$ cat src/rtl/mvu_job_dispatcher.sv
// mvu_job_dispatcher
//   Per-channel job queue and launcher for NMVU matrix-vector units. The host
//   enqueues configuration words per channel. Each channel pops its next job
//   into a held cfg register, pulses start, then waits for done or a watchdog
//   abort. Completion sets a sticky irq and a timeout sets a sticky err.
//
// Ports
//   clk, rst_n            clock (rising edge), asynchronous active-low reset
//   push_valid/mvu/cfg    host enqueue request, target channel, config word
//   push_ready            combinational: target channel exists and its queue is not full
//   timeout               watchdog limit in cycles (0 disables the watchdog)
//   done[i]               completion pulse from MVU i
//   irq_clr[i], err_clr[i] clear the sticky flags (a simultaneous set wins)
//   start[i]              one-cycle launch pulse, registered
//   cfg[i*CFGW +: CFGW]   active configuration of channel i
//   busy[i]               channel i is running a job
//   irq[i], err[i]        sticky completion / timeout flags
//   qcount[i*CW +: CW]    jobs queued but not yet launched on channel i
module mvu_job_dispatcher #(
  parameter int NMVU  = 8,
  parameter int CFGW  = 64,
  parameter int DEPTH = 4,
  parameter int TOUTW = 16,
  localparam int MW   = (NMVU > 1) ? $clog2(NMVU) : 1,
  localparam int CW   = $clog2(DEPTH) + 1
) (
  input  logic                 clk,
  input  logic                 rst_n,
  input  logic                 push_valid,
  input  logic [MW-1:0]        push_mvu,
  input  logic [CFGW-1:0]      push_cfg,
  output logic                 push_ready,
  input  logic [TOUTW-1:0]     timeout,
  input  logic [NMVU-1:0]      done,
  input  logic [NMVU-1:0]      irq_clr,
  input  logic [NMVU-1:0]      err_clr,
  output logic [NMVU-1:0]      start,
  output logic [NMVU*CFGW-1:0] cfg,
  output logic [NMVU-1:0]      busy,
  output logic [NMVU-1:0]      irq,
  output logic [NMVU-1:0]      err,
  output logic [NMVU*CW-1:0]   qcount
);

  localparam int AW = $clog2(DEPTH);

  typedef enum logic {
    ST_IDLE = 1'b0,
    ST_RUN  = 1'b1
  } state_t;

  logic [NMVU-1:0] full;
  logic            push_in_range;

  // Readiness never anticipates a same-cycle pop: a full queue refuses.
  assign push_in_range = (32'(push_mvu) < NMVU);
  assign push_ready    = push_in_range && !full[push_mvu];

  genvar gi;
  generate
    for (gi = 0; gi < NMVU; gi++) begin : g_ch
      logic [CFGW-1:0]  mem [DEPTH];
      logic [AW-1:0]    wr_ptr_reg;
      logic [AW-1:0]    rd_ptr_reg;
      logic [CW-1:0]    count_reg;
      logic [CW-1:0]    count_next;
      state_t           state_reg;
      state_t           state_next;
      logic [TOUTW-1:0] wd_reg;
      logic [TOUTW-1:0] wd_next;
      logic             start_reg;
      logic             irq_reg;
      logic             err_reg;
      logic [CFGW-1:0]  cfg_reg;
      logic             push_en;
      logic             done_ok;
      logic             tout_hit;
      logic             launch;

      assign push_en  = push_valid && push_ready && (push_mvu == MW'(gi));
      assign full[gi] = (count_reg == CW'(DEPTH));

      always_comb begin
        state_next = state_reg;
        wd_next    = wd_reg;
        launch     = 1'b0;
        done_ok    = 1'b0;
        tout_hit   = 1'b0;
        case (state_reg)
          ST_IDLE: begin
            if (count_reg != '0) begin
              launch     = 1'b1;
              state_next = ST_RUN;
            end
          end
          ST_RUN: begin
            // A done coinciding with the start pulse belongs to no job of ours.
            done_ok  = done[gi] && !start_reg;
            tout_hit = !done_ok && (timeout != '0) && (wd_reg == timeout - TOUTW'(1));
            if (done_ok || tout_hit) begin
              if (count_reg != '0) begin
                launch = 1'b1;  // chain straight into the next job
              end else begin
                state_next = ST_IDLE;
              end
            end
            if (wd_reg != '1) begin
              wd_next = wd_reg + TOUTW'(1);
            end
          end
          default: state_next = ST_IDLE;
        endcase
        if (launch) begin
          wd_next = '0;
        end
        count_next = count_reg + CW'(push_en) - CW'(launch);
      end

      // Queue storage carries no reset; the pointers and count define validity.
      always_ff @(posedge clk) begin
        if (push_en) begin
          mem[wr_ptr_reg] <= push_cfg;
        end
      end

      always_ff @(posedge clk or negedge rst_n) begin
        if (!rst_n) begin
          state_reg  <= ST_IDLE;
          wr_ptr_reg <= '0;
          rd_ptr_reg <= '0;
          count_reg  <= '0;
          wd_reg     <= '0;
          start_reg  <= 1'b0;
          irq_reg    <= 1'b0;
          err_reg    <= 1'b0;
          cfg_reg    <= '0;
        end else begin
          state_reg <= state_next;
          count_reg <= count_next;
          wd_reg    <= wd_next;
          start_reg <= launch;
          if (push_en) begin
            wr_ptr_reg <= wr_ptr_reg + AW'(1);
          end
          if (launch) begin
            rd_ptr_reg <= rd_ptr_reg + AW'(1);
            cfg_reg    <= mem[rd_ptr_reg];
          end
          irq_reg <= done_ok  | (irq_reg & ~irq_clr[gi]);
          err_reg <= tout_hit | (err_reg & ~err_clr[gi]);
        end
      end

      assign start[gi]                 = start_reg;
      assign busy[gi]                  = (state_reg == ST_RUN);
      assign irq[gi]                   = irq_reg;
      assign err[gi]                   = err_reg;
      assign cfg[gi*CFGW +: CFGW]      = cfg_reg;
      assign qcount[gi*CW +: CW]       = count_reg;
    end
  endgenerate

endmodule

$ cat config.mk
export PLATFORM = sky130hd
export DESIGN_NAME = mvu_job_dispatcher
export DESIGN_NICKNAME = d
export VERILOG_FILES = /design/src/rtl/mvu_job_dispatcher.sv
export SDC_FILE = /design/constraint.sdc
export NUM_CORES = 2
export LEC_CHECK = 0
export CORE_MARGIN = 3
export CORE_UTILIZATION = 40
export DETAILED_ROUTE_END_ITERATION = 10
export GPL_ROUTABILITY_DRIVEN = 0
export GPL_TIMING_DRIVEN = 0
export PLACE_DENSITY = 0.61
export SETUP_SLACK_MARGIN = 0.02
export SYNTH_ARGS = -nofsm -noshare
export SYNTH_HDL_FRONTEND = slang
export SYNTH_SLANG_ARGS = --single-unit
$ cat constraint.sdc
create_clock -name clk -period 8.8 [get_ports clk]
set_input_delay 1.32 -clock clk [delete_from_list [all_inputs] [get_ports clk]]
set_output_delay 1.32 -clock clk [all_outputs]
set_load 0.03 [all_outputs]
==> flow_summary.ini <==
[status]
status = finished with violations
violations = design-rule violations, max-capacitance violations

[timing]
fin_tns_setup_ps = 0
drv_slew = 0
fin_ws_ps = 1184
max-slew-margin-rel_pct = 0.2824
tightest_slew_ps = 1484
setup_viol = 0
fin_skew_ps = 76.31
finalHoldViolations = 0
fin_crit_sh_pct = 86.55
rsz0062_at_grt = false
min_period_ps = 7616
fmax_mhz = 131.3

[flow_run]
maxCapViolCount = 1

[floorplan]
start_util_pct = 40.26
row_count = 193
die-area_um2 = 284900
io_pins = 679
die_h_um = 533.8
core_region_area_um2 = 276700
die_w_um = 533.8

[clock_tree]
insertion_delay_ps = 920
cts_sinks = 2776
cts_buffers = 302
cts_buffer_depth = 4
cts_hold_buf = 0
path_clk_slew_ps = 60
htree_levels = 5
cts_setup_buffers = 0
ctsResizeCount = 0
cts_tree = done
cts_root_buf = clkbuf_16

[yosys]
yosysMostFrequentCell = edfxtp_1
synth.yosys.seq_area_share_pct = 71.54
ys_types = 88
synth-main-ff-cell = edfxtp_1
synth_nets = 6381
ys_ff_latch = 2776
synth_top_area_cell = edfxtp_1
synth_area_leaders = edfxtp_1 55%, dfrtp_1 16%, mux4_2 10%
async_flop_share_pct = 26.22
synth_common_cells = 2048 x edfxtp_1, 728 x dfrtp_1, 512 x mux4_2
netlist.area_leader.share_pct = 55.19
syn_area_um2 = 111400
synth_edf_count = 2048
syn_avg_cell_area_um2 = 17.96
ys.warnings.count = 0
syn_inst = 6205

[worst_setup_path]
crit_path_top_delay_cell = nor4_2
critical_path_class = input port to flop
cp.required_ps = 9530
arrival_ps = 8340
cp.buffers_inverters = 8
worstPathMaxFanout = 10
critPathTopFamily = buffers and inverters
path_cells = clkdlybuf4s50_1, buf_2, inv_1, ha_1, or3b_1, buf_2, nor4_2, xnor2_1, xor2_1, nand4b_1, clkbuf_1, clkbuf_1, nor2_1, o21a_1, ha_1, inv_1, ha_1, inv_1, fa_1, xnor2_1, xnor2_1
end_kind = flop
start_kind = input port
max_stage_delay_ps = 710

[route]
first_iter_violations = 7512
avgRoutedWirePerCell_um = 29.88
ant_nets = 0
vias = 63376
viasPerCell = 5.660
dr.pass1.iters = 11
wirelength_mm = 334.6
drcViolationCount = 3

[global_routing]
grt-ovfl-total = 0
grt_pass1_vias = 64828
antenna_found_initial = 27
grt_use_total_pct = 23.14
grt_max_degree = 111
grt_pass1_wl_mm = 476.3

[pwr]
pwr-share-comb_pct = 33.5
internal-power_mw = 29.42
power.density_nw_per_um2 = 336.1
sequentialPowerShare_pct = 38.3
netSwitchingFraction_pct = 34.60
ir_drop_mv = 0.2642
p_switching_mw = 15.56
p_leak_nw = 45.91
clkPwrFrac_pct = 28.2

[finish]
final_nets = 7403
design_area_um2 = 133800
area_growth_pct = 20.11
nFillCells = 23133
utilization_pct = 48.36
drive_gt1_share_pct = 21.13
largest_reg_flops = 2048

[placement]
pre_cts_ws_ps = 471.3
numPortBuffers = 670
hpwlAfterDp_mm = 234.1
placed_area_um2 = 123900

[worst_hold_path]
holdCritPathClass = flop to flop
-- power by group through the flow --
stage | registers (mW) | clock network [mW] | logic [mW]
after detailed placement | 17.5 | 0 | 15.2
after global routing | 17.4 | 13.5 | 16.0
after CTS | 17.3 | 13.0 | 15.3
after floorplan | 19.1 | 0 | 6.80
after global placement | 17.5 | 0 | 14.8
final | 17.2 | 12.7 | 15.1
-- layout make-up --
| cell class | instances | area, um^2 | area share, % |
|---|---|---|---|
| Timing Repair Buffer | 718 | 7594 | 5.674 |
| Tap cell | 3705 | 4636 | 3.464 |
| Sequential cell | 2776 | 79720 | 59.57 |
| Clock inverter | 146 | 1644 | 1.228 |
| Inverter | 105 | 394.1 | 0.2945 |
| Buffer | 429 | 1952 | 1.458 |
| Clock buffer | 409 | 8353 | 6.242 |
| Multi-Input combinational cell | 2895 | 29510 | 22.05 |
| Antenna cell | 14 | 35.03 | 0.02618 |
-- cell usage in the layout, fill, tap and decap left out, types with 66 or more instances in the layout --
cell type        count
a311o_1             67
and3_1              92
buf_2              107
clkbuf_1           361
clkbuf_16          305
clkdlybuf4s50_1    606
dfrtp_1            728
edfxtp_1          2048
inv_1              105
mux2_1              66
mux2_2             319
mux4_2             512
nand2_1            233
nand3_1            190
nor2_1             222
nor3_1              75
o21ai_0            171
or4_1               76
xnor2_1            144
xor2_1              87
-- layer usage --
metal	up-vias	global-route usage (%)	part of all wire, %
met4	4	8.385	3.9
met2	2884	36.51	47
met5	-	0	0.0075
li1	26573	-	-
met1	33369	30.70	39
met3	546	6.567	9.8
-- final timing paths --
path,slack [ps],start,cells after the start,endpoint
max reg2reg,3710,g_ch[6].wd_reg[3]$_DFFE_PN0P_,16,g_ch[6].count_reg[2]$_DFF_PN0_
min,490,g_ch[4].cfg_reg[36]$_DFFE_PN0N_,1,g_ch[4].cfg_reg[36]$_DFFE_PN0N_
min reg2reg,490,g_ch[4].cfg_reg[36]$_DFFE_PN0N_,1,g_ch[4].cfg_reg[36]$_DFFE_PN0N_
min in group asynchronous,510,rst_n,1,g_ch[4].cfg_reg[56]$_DFFE_PN0N_
max,1180,timeout[0],21,g_ch[7].count_reg[2]$_DFF_PN0_
max in group asynchronous,6540,rst_n,3,g_ch[7].cfg_reg[15]$_DFFE_PN0N_
-- through the flow --
step	hold slack, ps	instances	power (mW)
floorplan	464.4	6205	25.90
finish	488.4	11197	44.98
detailed placement	473.7	10628	32.69
CTS	461.0	11183	45.46
global placement	467.5	10580	32.34
global route	502.2	11184	46.87
-- cells by family after synthesis --
logic type               Yosys count  synth area share [%]
flip-flops                      2776                 71.54
AND/OR/NAND/NOR                 1124                 5.226
multiplexers                     906                 14.32
AO/OA/AOI/OAI                    538                 3.611
buffers and inverters            534                 2.095
XOR/XNOR                         260                 2.402
adder cells (fa/ha/maj)           67                0.8040
Power figures use the tool's default switching activity.
